===== src/rtl/pipe_ctrl_pkg.sv =====
`default_nettype none
// ============================================================================
// Module      : pipe_ctrl_pkg
// Description : Shared types and constants for the LEGv8 pipeline front-end
//               control logic: controller state enum, PC source selector
//               encodings and the zero-register index.
// Revision    : 1.0 - initial release
// ============================================================================
package pipe_ctrl_pkg;

    // Front-end controller states
    typedef enum logic [1:0] {
        INIT = 2'd0,
        RUN  = 2'd1,
        HALT = 2'd2
    } state_t;

    // PC source selector encodings (value 3 is never driven)
    localparam logic [1:0] PCSEL_SEQ = 2'd0;   // PC + 4
    localparam logic [1:0] PCSEL_B   = 2'd1;   // unconditional B target
    localparam logic [1:0] PCSEL_CBZ = 2'd2;   // CBZ / B.cond target

    // XZR reads as zero and is never a real producer
    localparam logic [4:0] XZR = 5'd31;

endpackage : pipe_ctrl_pkg
`default_nettype wire


===== src/rtl/fetch_hazard_ctrl_sat_counter.sv =====
`default_nettype none
// ============================================================================
// Module      : sat_counter
// Description : Up-counter that sticks at its all-ones value instead of
//               wrapping. Used for front-end performance debug counters.
// Revision    : 1.0 - initial release
// ----------------------------------------------------------------------------
// Ports
//   clk    in   1      rising-edge clock
//   reset  in   1      asynchronous, active-low reset (clears count)
//   inc    in   1      increment request for this cycle
//   count  out  WIDTH  current count value
// ============================================================================
module sat_counter #(
    parameter int WIDTH = 16
) (
    input  logic             clk,
    input  logic             reset,
    input  logic             inc,
    output logic [WIDTH-1:0] count
);

    localparam logic [WIDTH-1:0] C_MAX = {WIDTH{1'b1}};

    logic [WIDTH-1:0] r_count;

    always_ff @(posedge clk or negedge reset) begin
        if (!reset) begin
            r_count <= '0;
        end else if (inc && (r_count != C_MAX)) begin
            r_count <= r_count + 1'b1;
        end
    end

    assign count = r_count;

endmodule : sat_counter
`default_nettype wire


===== src/rtl/fetch_hazard_ctrl.sv =====
`default_nettype none
// ============================================================================
// Module      : fetch_hazard_ctrl
// Description : Instruction-fetch sequencing controller for the 5-stage
//               LEGv8 pipeline. Each cycle decides whether PC and IF/ID
//               advance, hold or redirect; detects ID/EX load-use hazards,
//               squashes the wrong-path fetch on taken branches, honours
//               external stall and halt, and keeps saturating stall/flush
//               counters.
// Revision    : 1.0 - initial release
// ----------------------------------------------------------------------------
// Ports
//   clk          in   1      rising-edge clock
//   reset        in   1      asynchronous, active-low reset
//   id_rn/id_rm  in   5      source registers of the ID instruction
//   id_uses_rn/m in   1      ID instruction actually reads Rn / Rm
//   ex_memread   in   1      EX instruction is a load
//   ex_rd        in   5      EX destination register
//   br_taken     in   1      branch in ID resolved taken
//   br_is_b      in   1      1 = B target, 0 = CBZ/B.cond target
//   ext_stall    in   1      data memory busy, freeze front end
//   halt_req     in   1      request permanent halt
//   pc_we        out  1      PC write enable            (combinational)
//   pc_sel       out  2      PC source select           (combinational)
//   ifid_we      out  1      IF/ID write enable         (combinational)
//   ifid_flush   out  1      load NOP into IF/ID        (combinational)
//   idex_bubble  out  1      insert NOP into ID/EX      (combinational)
//   halted       out  1      controller is in HALT      (registered)
//   stall_cnt    out  CNT_W  saturating stall counter   (registered)
//   flush_cnt    out  CNT_W  saturating flush counter   (registered)
// ============================================================================
module fetch_hazard_ctrl
    import pipe_ctrl_pkg::*;
#(
    parameter int CNT_W = 16
) (
    input  logic             clk,
    input  logic             reset,
    input  logic [4:0]       id_rn,
    input  logic [4:0]       id_rm,
    input  logic             id_uses_rn,
    input  logic             id_uses_rm,
    input  logic             ex_memread,
    input  logic [4:0]       ex_rd,
    input  logic             br_taken,
    input  logic             br_is_b,
    input  logic             ext_stall,
    input  logic             halt_req,
    output logic             pc_we,
    output logic [1:0]       pc_sel,
    output logic             ifid_we,
    output logic             ifid_flush,
    output logic             idex_bubble,
    output logic             halted,
    output logic [CNT_W-1:0] stall_cnt,
    output logic [CNT_W-1:0] flush_cnt
);

    state_t r_state;
    state_t w_next_state;
    logic   r_halted;
    logic   w_load_use;
    logic   w_stall_inc;
    logic   w_flush_inc;

    // A load in EX whose destination feeds an operand of the ID instruction.
    // XZR is excluded: a load into XZR discards its data, so nothing waits.
    assign w_load_use = ex_memread && (ex_rd != XZR) &&
                        ((id_uses_rn && (id_rn == ex_rd)) ||
                         (id_uses_rm && (id_rm == ex_rd)));

    // ------------------------------------------------------------------
    // State and halted flag registers
    // ------------------------------------------------------------------
    always_ff @(posedge clk or negedge reset) begin
        if (!reset) begin
            r_state  <= INIT;
            r_halted <= 1'b0;
        end else begin
            r_state  <= w_next_state;
            r_halted <= (w_next_state == HALT);
        end
    end

    // ------------------------------------------------------------------
    // Next-state and Mealy control outputs
    // ------------------------------------------------------------------
    always_comb begin
        w_next_state = r_state;
        pc_we        = 1'b0;
        pc_sel       = PCSEL_SEQ;
        ifid_we      = 1'b0;
        ifid_flush   = 1'b0;
        idex_bubble  = 1'b0;
        w_stall_inc  = 1'b0;
        w_flush_inc  = 1'b0;

        case (r_state)
            INIT: begin
                // Keep the back end fed with NOPs for the first cycle.
                idex_bubble  = 1'b1;
                w_next_state = RUN;
            end

            RUN: begin
                if (ext_stall) begin
                    // Whole pipe frozen; ID/EX must hold too, so no bubble.
                    w_stall_inc = 1'b1;
                end else if (w_load_use) begin
                    // Hold IF and ID for one cycle; a pending branch in ID
                    // is ignored because its operands are not ready yet.
                    idex_bubble = 1'b1;
                    w_stall_inc = 1'b1;
                end else if (halt_req) begin
                    idex_bubble  = 1'b1;
                    w_next_state = HALT;
                end else if (br_taken) begin
                    pc_we       = 1'b1;
                    pc_sel      = br_is_b ? PCSEL_B : PCSEL_CBZ;
                    ifid_we     = 1'b1;
                    ifid_flush  = 1'b1;
                    w_flush_inc = 1'b1;
                end else begin
                    pc_we   = 1'b1;
                    ifid_we = 1'b1;
                end
            end

            HALT: begin
                idex_bubble = 1'b1;
            end

            default: begin
                // Unreachable encoding; recover through INIT.
                idex_bubble  = 1'b1;
                w_next_state = INIT;
            end
        endcase
    end

    assign halted = r_halted;

    // ------------------------------------------------------------------
    // Performance counters
    // ------------------------------------------------------------------
    sat_counter #(
        .WIDTH (CNT_W)
    ) u_stall_cnt (
        .clk   (clk),
        .reset (reset),
        .inc   (w_stall_inc),
        .count (stall_cnt)
    );

    sat_counter #(
        .WIDTH (CNT_W)
    ) u_flush_cnt (
        .clk   (clk),
        .reset (reset),
        .inc   (w_flush_inc),
        .count (flush_cnt)
    );

endmodule : fetch_hazard_ctrl
`default_nettype wire


===== config.mk =====
export PLATFORM = sky130hd
export DESIGN_NAME = fetch_hazard_ctrl
export DESIGN_NICKNAME = d
export VERILOG_FILES = /design/src/rtl/pipe_ctrl_pkg.sv /design/src/rtl/fetch_hazard_ctrl_sat_counter.sv /design/src/rtl/fetch_hazard_ctrl.sv
export SDC_FILE = /design/constraint.sdc
export NUM_CORES = 1
export LEC_CHECK = 0
export BUFFER_PORTS_ARGS = -buffer_cell sky130_fd_sc_hd__buf_2
export CAP_MARGIN = 5
export CORE_MARGIN = 2
export CORE_UTILIZATION = 40
export DETAILED_ROUTE_END_ITERATION = 6
export PLACE_DENSITY = 0.62
export SLEW_MARGIN = 30
export SYNTH_ARGS = -nofsm -noshare
export SYNTH_HDL_FRONTEND = slang
export SYNTH_HIERARCHICAL = 1
export SYNTH_SLANG_ARGS = --single-unit

===== constraint.sdc =====
create_clock -name clk -period 2.52 [get_ports clk]
set_clock_uncertainty 0.2 [all_clocks]
set_input_delay 0.378 -clock clk [delete_from_list [all_inputs] [get_ports clk]]
set_output_delay 0.378 -clock clk [all_outputs]
set_load 0.05 [all_outputs]

======== Word-level counts from Yosys, hierarchy flattened ========
Cells that the tools add are included.
word-level totals
  flip-flop bits (word level) ............. 35
  latch bits .............................. 0
  RAM bits ................................ 0
  memory bits (read-only) ................. 0
  input bits .............................. 24
  output and inout port bits .............. 39
  logic and storage cells ................. 48
  memories kept ........................... 0
operators by class
  $add $sub $neg .......................... 2
  $mul .................................... 0
  divide/modulo/power cells ............... 0
  magnitude comparators ................... 0
  eq/ne operators ......................... 8
  shifts and indexed selects .............. 0
  mux-type cells .......................... 26
  bitwise operators ....................... 0
  reductions and logical operators ........ 8
operators by type and width
  operator                                       count
  adder 16 x 1 -> 16 bit, second input constant  2
  != test 16 bit, second input constant          2
  2-to-1 mux 2 bit                               9
  2-to-1 mux 1 bit                               16
  == test 5 bit                                  2
  logical AND 1 bit                              6
  case mux 2 bit (3 select lines)                1
  != test 5 bit, second input constant           1
  == test 2 bit, second input constant           2
  == test 2 x 1 -> 1 bit, second input constant  1
  zero test 2 bit                                1
  logical OR 1 bit                               1

======== Longest topological paths before layout ========
Gate-level depths: netlist (run 1).
  depth in word-level cells ............... 8
  mapped depth ............................ 8
  gate-level depth less buffers ........... 8

======== By module ========
Netlist (run 1), hierarchy kept.
by module, submodules not included
  module             instances  cells an instance  area each (um2)  sequential area each (um2)
  sat_counter        2          72                 859.6            400.4
  fetch_hazard_ctrl  1          48                 369.1            75.1

======== Least setup slack after synthesis (run 1) ========
No wires, ideal clock.
  path type ............................... register to register
  start point ............................. register r_state[1]
  end point ............................... register u_flush_cnt.r_count[14], in the netlist u_flush_cnt/count[14]
  library setup time ...................... 0.143 ns
  arrival ................................. 2.683 ns
  required time ........................... 2.177 ns
  path slack .............................. -0.507 ns
  stages on the path, launching flop included .. 8
  path buffers ............................ 0
  clock period less this slack ............ 3.027 ns
  cells stage by stage .................... dfrtp_1 nor2b_1 nand3_1 a21oi_1 nand2_1 nor4_4 nand4_1 xnor2_1
between the ends
  word-level cells in the longest chain between the ends .. 3
ends and longest elaborated chain
  element                 line                                 source
  from (decl)             fetch_hazard_ctrl.sv:59              state_t r_state;
  from (signal assigned)  fetch_hazard_ctrl.sv:80              r_state <= w_next_state;
  == test 2 x 1 -> 1 bit  --
  2-to-1 mux 1 bit        --
  net ifid_flush          fetch_hazard_ctrl.sv:52              output logic ifid_flush,
  logical AND 1 bit       fetch_hazard_ctrl_sat_counter.sv:30  end else if (inc && (r_count != C_MAX)) begin
  to (signal assigned)    fetch_hazard_ctrl_sat_counter.sv:31  r_count <= r_count + 1'b1;
  to (decl)               fetch_hazard_ctrl_sat_counter.sv:25  logic [WIDTH-1:0] r_count;
The timed path passes the listed nets, and every way through them passes these cells.
A chain may end at the register's enable or synchronous reset.

======== Worst setup path after layout (run 1) ========
  start point ............................. register r_state[1]
  end point ............................... output port ifid_flush
between the ends
  word-level cells in the longest chain between the ends .. 2
ends and longest elaborated chain
  element                 line                     source
  == test 2 x 1 -> 1 bit  fetch_hazard_ctrl.sv:98  case (r_state)
  2-to-1 mux 1 bit        fetch_hazard_ctrl.sv:98
  to (decl)               fetch_hazard_ctrl.sv:52
No other way between the ends.

==> summary by stage, run 1 <==
Status
The flow ran to the end, and the final reports show no timing, DRC or antenna violations.

Critical path
The slowest stage of the critical path belongs to the cell dfrtp_1. For flop-to-flop paths, the worst setup slack is 0.33 ns. The critical path arrival is 1.75 ns. The startpoint of the lowest-slack register-to-register path is r_state[1]. The kind of critical path is reg -> out. Walking the worst path, the cells encountered are nor2b_1 -> nand3_1 -> a21oi_4 -> buf_2. The number of cell instances on the worst register-to-register path is 7. The end of the worst register-to-register path is u_flush_cnt/count[10].

STA classifies the critical path startpoint as a flip-flop. The largest single stage delay on the critical path is 0.41 ns. The combined buffer and inverter count along the critical path is 1.

The top cell family by delay on the critical path is simple AND/OR/NAND/NOR gates. The largest fanout on the critical path is 6. The critical path required time is 1.94 ns.

The most critical setup path has its startpoint at r_state[1]. The worst setup path is captured at an output pin. The timing endpoint of the critical path is ifid_flush. The number of logic stages on the critical path including buffering is 4.

Drt
The routed layout has 1,828 vias. In this run, the number of DRC markers left after iteration 0 of detailed routing was 67. The overall routed net length is 4770 µm. The number of antenna-violating nets in the routed design is 0. In the final routed layout, each cell accounts on average for 14.1 µm. In the routed layout, each cell is associated on average with a via count of 5.42. For this run, design rule violations remaining after detail routing come to 0. The first TritonRoute pass finished after 4 iterations.

Synthesis
Synthesis inferred 35 register bits. The most used flip-flop cell after synthesis is dfrtp_1. The count of yosys warnings during synthesis is 6. The net count after synthesis is 218. Counting flops with an async set or reset pin after synthesis yields a share of 1.00. In this run, distinct cell masters in the synthesized netlist total 39. The number of enable-type register cells in the synthesized netlist is 0. After synthesis the cells add up to 2090 µm². The post-synthesis instance total is 192.

The average footprint of a synthesized cell is 10.9 µm². The share of the yosys chip area belonging to registers is 0.419.

Place
The final weighted congestion in routability-driven placement is 0.811. After detailed placement, the total cell area comes to 2530 µm². The count of input and output buffers is 62. The HPWL after detailed placement is 3550 µm.

Clock network
The clock sink count is 35. The number of gates resized after CTS was 0. The clock-pin slew reported for the worst setup and hold paths after clock tree synthesis is 0.07 ns. The buffer type at the clock tree root is clkbuf_8. In this run, CTS created clock tree buffers numbering 5.

The clock tree from TritonCTS is built. At the later pin of the worst-skew pair, clock insertion delay measures 0.29 ns. The depth of the CTS H-tree is 2. The clock passes through at most 2 buffers.

GRT
The number of antenna violations at the first check in global routing was 0. In the global route stage, overall resource usage came out at 0.172. The first-pass GRT wire length is 8000 µm. Entering global routing, the biggest net connects 36 pins.

The peak-usage layer in the global routing report is met2. Global routing finished with a remaining overflow of 0. The number of global-route vias before repair is 1,710. For met1 alone, demand over resource in global routing was 0.224. In the global route stage, met2 resource usage came out at 0.278. For met3 alone, demand over resource in global routing was 0.0344.

Floorplanning
Measured along the y axis, the die boundary spans 76.3 µm. The full die area is 5810 µm². The core region is 5070 µm². The floorplan has 26 rows. In this run the count of I/O pins placed on the die edge is 63. The initial utilization of the core area, before any placement, comes to 0.411. In this run the horizontal extent of the chip is 76.3 µm.

Finish
Counting the fill cells in the layout gives 499. In the layout the commonest cells are buf_2 (62), dfrtp_1 (35), xnor2_1 (20). In the final layout, flip-flops and latches occupy 876 µm². The post-layout instance area is 2660 µm². The number of nets in the final layout is 292.

The most frequent standard cell in the layout excluding fill and tap cells is buf_2. The layout-stage area growth over the synthesis result is 27.4%. 0 antenna diodes ended up in the layout.

In the final layout, the share of cells above drive strength 1 is 0.371. The multi-input combinational cells in the finished layout cover a total of 1210 µm².

STA
The worst pin sits at a relative slew slack of 0.473. In the final timing run, aggregate negative setup slack is 0 ns. The ratio of final minimum period to clock period is 0.925. The max-slew violation count is 0. The final number of setup-violating endpoints is 0. The shortest period the worst path allows is 2.33 ns.

The hold violation count in the final report was 0. For this run, the top clock speed supported by timing is 429 MHz. Setup repair after global routing left no endpoint under its margin.

At the pin with the least slew margin, the transition time is 0.791 ns.

Job
The number of maximum-capacitance violations is 0.

Hold path
In this run the worst hold path is classified as in -> reg. The worst hold path begins at ext_stall.

Pwr
Across the VDD grid, the largest voltage drop is 0.000544 V. Summed over all cells, the static leakage comes to 0.00126 µW. Power spread over the standard cell area amounts to 794 nW/µm².
==> final cells by class <==
class                      instances  share of cell area
sequential                        35               0.329
timing repair buffer              68               0.135
clock buffer                       6              0.0310
clock inverter                     2              0.0132
multi-input combinational        154               0.456
inverter                           2             0.00282
tap                               70              0.0329
==> per-stage QoR <==
step	worst slack (ns)	hold slack (ns)	std cells	total power, µW	utilization
detailed placement	0.0768	0.316	328	1600	0.499
global placement	0.120	0.313	328	1590	0.499
global route	0.0989	0.241	337	2220	0.524
floorplan	-0.0188	-0.118	192	1350	-
CTS	0.171	0.221	337	2130	0.524
finish	0.189	0.236	337	2110	0.524
==> kinds of logic after synthesis <==
| family | after synthesis | share of synthesized area |
|---|---|---|
| flops | 35 | 0.419 |
| xor+xnor | 24 | 0.101 |
| simple gates | 83 | 0.294 |
| fa+ha+maj | 2 | 0.0120 |
| buf+inv | 3 | 0.00719 |
| mux | 2 | 0.0108 |
| compound gates | 43 | 0.156 |
==> flip-flops by register name, indices dropped and copies added (netlist names) <==
signal             flops
halted                 1
r_state                2
u_flush_cnt/count     16
u_stall_cnt/count     16
==> report_power, final <==
| group | internal, µW | switching [µW] |
|---|---|---|
| logic | 234 | 558 |
| clock network | 320 | 212 |
| registers | 654 | 134 |
| total | 1210 | 904 |
==> routing by layer <==
| layer | part of all wire | up-vias | wire [µm] |
|---|---|---|---|
| met5 | 0 | - | 0 |
| met4 | 0.016 | 0 | 78 |
| met3 | 0.042 | 7 | 199 |
| met2 | 0.47 | 43 | 2240 |
| met1 | 0.47 | 888 | 2250 |
| li1 | - | 890 | - |
==> cells in the mapped netlist, drive strengths merged, types with 6 or more instances <==
cell / count / share of area
a21oi: 9 / 0.022
nand3: 14 / 0.046
nand4: 23 / 0.089
nand2: 16 / 0.029
and4: 6 / 0.029
xnor2: 20 / 0.084
a31oi: 6 / 0.018
nor2: 7 / 0.015
o21a: 11 / 0.043
dfrtp: 35 / 0.42
o21ai: 6 / 0.014
==> worst min-delay path by stage <==
stage                     slack, ns                    end  cells after the start
after floorplan               -0.12                 halted                      0
after global placement         0.31  u_stall_cnt/count[15]                      1
after detailed placement       0.32   u_stall_cnt/count[4]                      1
after CTS                      0.22             r_state[0]                      2
after global routing           0.24             r_state[0]                      2
final                          0.24             r_state[0]                      2
==> timing repair <==
action                                  CTS  global route
hold endpoints to repair                 30             0
endpoints found under the setup margin    0             0
hold buffers                              1             0
setup buffers                             0             0
Power figures use the tool's default switching activity.
==> run 2: changes to the inputs <==
- ABC_AREA: default -> 1
- PLACE_DENSITY: 0.62 -> 0.6
==> run 2 against run 1 <==
Effect of this change: the run now ends with negative hold slack left; clock power grew 1%; highest routed layer unchanged; die area grew 22%; register-to-register slack gained 0.16 ns; hold slack lost 0.27 ns; synthesized cell count grew 100%.
==> summary by stage, run 2 <==
Critical path
The critical path required time is 1.94 ns. The worst setup path is captured at an output pin. The number of logic stages on the critical path including buffering is 6. The critical path arrival is 1.69 ns. The cell type of the slowest stage on the worst timing path is dfrtp_1.

The combined buffer and inverter count along the critical path is 2. Grouping stages by cell kind, the critical path spends the most delay in simple AND/OR/NAND/NOR gates. Walking the worst path, the cells encountered are inv_1 -> nand2_1 -> nor2_1 -> nand3_2 -> nor2_2 -> buf_2. Of all nets on the critical path, the largest fanout is 6.

The maximum single-stage delay on the critical path is 0.36 ns. The kind of critical path is reg -> out. The element type at the critical path start is a flip-flop. The number of cell instances on the worst register-to-register path is 8.

Synthesis
When the netlist entered floorplanning its net count stood at 411. The share of the yosys chip area belonging to registers is 0.341. Of the post-synthesis cell area, the dominant cell type holds 0.341. The cell area after synthesis is 2570 µm². Yosys attributes the largest share of cell area to dfrtp_1 (34%), nand2_1 (23%), nor2_1 (6.0%). The synthesized design contains 35 register bits. The biggest area consumer among synthesized cells is dfrtp_1. The distinct cell type count of the synthesized netlist is 24. The number of enable-type register cells in the synthesized netlist is 0. The count of yosys warnings during synthesis is 6. The leading cell type by number of instances after synthesis is nand2_1. After technology mapping, the gate count stands at 385. A synthesized cell averages 6.68 µm². Sorting the synthesized cells by how often they occur yields nand2_1 (159), nor2_1 (41), inv_1 (40).

In the synthesized netlist the async set-or-reset flop fraction comes to 1.00. The most used flip-flop cell after synthesis is dfrtp_1.

STA
The ratio of final minimum period to clock period is 0.898. The hold violation count in the final report is 28. The shortest period the worst path allows is 2.26 ns.

The measured slew at the worst slew-check pin is 0.825 ns. Setup repair after global routing left no endpoint under its margin. The final number of setup-violating endpoints is 0.

The max-slew violation count is 0. The relative slew slack is 0.450. The final-layout setup total negative slack is 0 ns.

Timing would allow up to 442 MHz. The final hold slack is -0.0334 ns.

Drt
The residual DRC count is 0. The overall routed net length is 6150 µm. The iteration count of the initial detailed-routing pass is 4. The average wire per cell in the routed design is 11.7 µm.

The detailed router placed 2,521 vias in this run. For this block, the initial DRC count from the detailed router was 110. The number of vias per cell after detailed routing is 4.78. The count of nets left with antenna violations once routing finished came out at 0.

Clock network
The clock-pin slew reported for the worst setup and hold paths after clock tree synthesis is 0.08 ns. The depth of the CTS H-tree is 2. The clock tree from TritonCTS is built.

In this run, post-CTS hold repair placed 0 buffers. The buffer type at the clock tree root is clkbuf_8. The post-cts gate resize count is 0. Clock tree synthesis inserted a total of 5 buffers. The clock drives 35 sinks. Post-CTS timing repair inserted 0 buffers for setup. For the worst-skew pair, the clock arrives at the later sink with an insertion delay of 0.29 ns. The largest buffer count on any clock path is 2.

Status
The run finished, with violations left. The final reports fail on negative hold slack.

GRT
The number of antenna violations at the first check in global routing came to 0. The first-pass GRT wire length is 10,700 µm. The number of global-route vias before repair is 2,447. The sum of overflow across all layers after global routing is 0. Entering global routing, the biggest net connects 36 pins. The all-layer global routing usage is 0.185.

Pwr
In this run the power spent charging and discharging nets is 311 µW. VDD sags by at most 0.000382 V. Overall power consumption after layout is estimated at 1240 µW.

Dividing total power by cell area gives a power density of 406 nW/µm². The static leakage power is 0.00159 µW. Of the total power, registers draw 0.467. The clock share of power is 0.436. The total internal power is 926 µW. Of the total power, the share spent switching nets is 0.251. The power share of the combinational group is 0.097.

Finish
Measured on the finished design, the core utilization comes to 0.485. In the layout the commonest cells are nand2_1 (159), buf_2 (62), inv_1 (40), nor2_1 (40), dfrtp_1 (35). The repair_antennas step left the layout with diodes totalling 0. The number of non-filler instances in the completed layout is 527. The layout-stage area growth over the synthesis result is 18.5%. The layout cell share with drive strength beyond 1 is 0.256. The library cell used most frequently in the layout, excluding fill and tap cells, is nand2_1. The number of nets in the final layout is 475.

Floorplanning
The area of the core is 6280 µm². The initial core utilization is 0.409. The full die area is 7080 µm². The vertical die dimension is 84.2 µm.

The horizontal extent of the die is 84.2 µm. 63 I/O pins were placed. The standard-cell row count is 29.

Place
The count of input and output buffers is 62. Detailed placement ended at an HPWL of 4650 µm. The final weighted congestion in routability-driven placement is 0.826. The number of cells in the design after placement is 519.

Hold path
The path class of the tightest hold or removal check is in -> async.

Job
The number of maximum-capacitance violations is 0.
run 2: changes by cell type in the layout (fill, tap and decap cells not counted), moves of 7 or more:
cell	previous run	this run
o21a_1	10	0
nand2_2	0	10
o21ai_0	5	16
xnor2_1	20	10
inv_1	2	40
nand4_1	19	11
nor2_1	5	40
nor2_2	2	9
a21oi_1	8	1
nor2_4	0	8
nand2_1	16	159
run 2: metal layers:
metal	vias up	share of wire	GRT usage
met5	-	0	0
met4	0	0.0096	0.0689
met3	5	0.040	0.0305
met2	52	0.49	0.329
met1	1151	0.46	0.224
li1	1313	-	-
run 2: cell families after synthesis:
logic type | count (synthesis) | synth area share
AND/OR/NAND/NOR | 262 | 0.467
AO/OA/AOI/OAI | 23 | 0.0536
XOR/XNOR | 12 | 0.0409
adder cells (fa/ha/maj) | 2 | 0.00974
buffers and inverters | 51 | 0.0876
flip-flops | 35 | 0.341
run 2: final cells by class:
type	instances	area, µm²
Clock buffer	6	82.6
Clock inverter	2	35.0
Fill cell	649	3230
Inverter	46	173
Multi-Input combinational cell	299	1470
Sequential cell	35	876
Tap cell	77	96.3
Timing Repair Buffer	62	310
run 2: path summary, 6_finish.rpt:
path / startpoint / end / slack (ns)
max in group asynchronous: reset / u_stall_cnt/count[3] / 1.62
setup / recovery: r_state[1] / ifid_flush / 0.26
min in group clk: halt_req / r_state[0] / 0.29
setup reg to reg: r_state[1] / u_flush_cnt/count[9] / 0.49
hold reg to reg: r_state[1] / r_state[0] / 0.30
hold / removal: reset / u_flush_cnt/count[12] / -0.03
run 2: power groups by stage:
| stage | registers, µW | logic (µW) | clock network [µW] |
|---|---|---|---|
| final | 577 | 120 | 539 |
| after global routing | 579 | 136 | 578 |
| after CTS | 577 | 122 | 554 |
| after detailed placement | 588 | 122 | 0 |
| after global placement | 588 | 120 | 0 |
| after floorplan | 609 | 48.1 | 0 |
run 2: worst register-to-register path: stages, from the launching register on:
cell and delay [ns]:
dfrtp_1 0.36, inv_1 0.09, nand2_1 0.13, nor2_1 0.21
nand3_2 0.11, nor2_2 0.18, inv_1 0.12, nor2_4 0.37
o21ai_0 0.14
run 2: through the flow:
| stage | instance area [µm²] | setup WS [ns] |
|---|---|---|
| 3_3_place_gp | 2930 | 0.208 |
| 6_report | 3040 | 0.256 |
| 5_1_grt | 3040 | 0.0962 |
| 4_1_cts | 3040 | 0.231 |
| 2_1_floorplan | 2570 | 0.151 |
| 3_5_place_dp | 2930 | 0.202 |
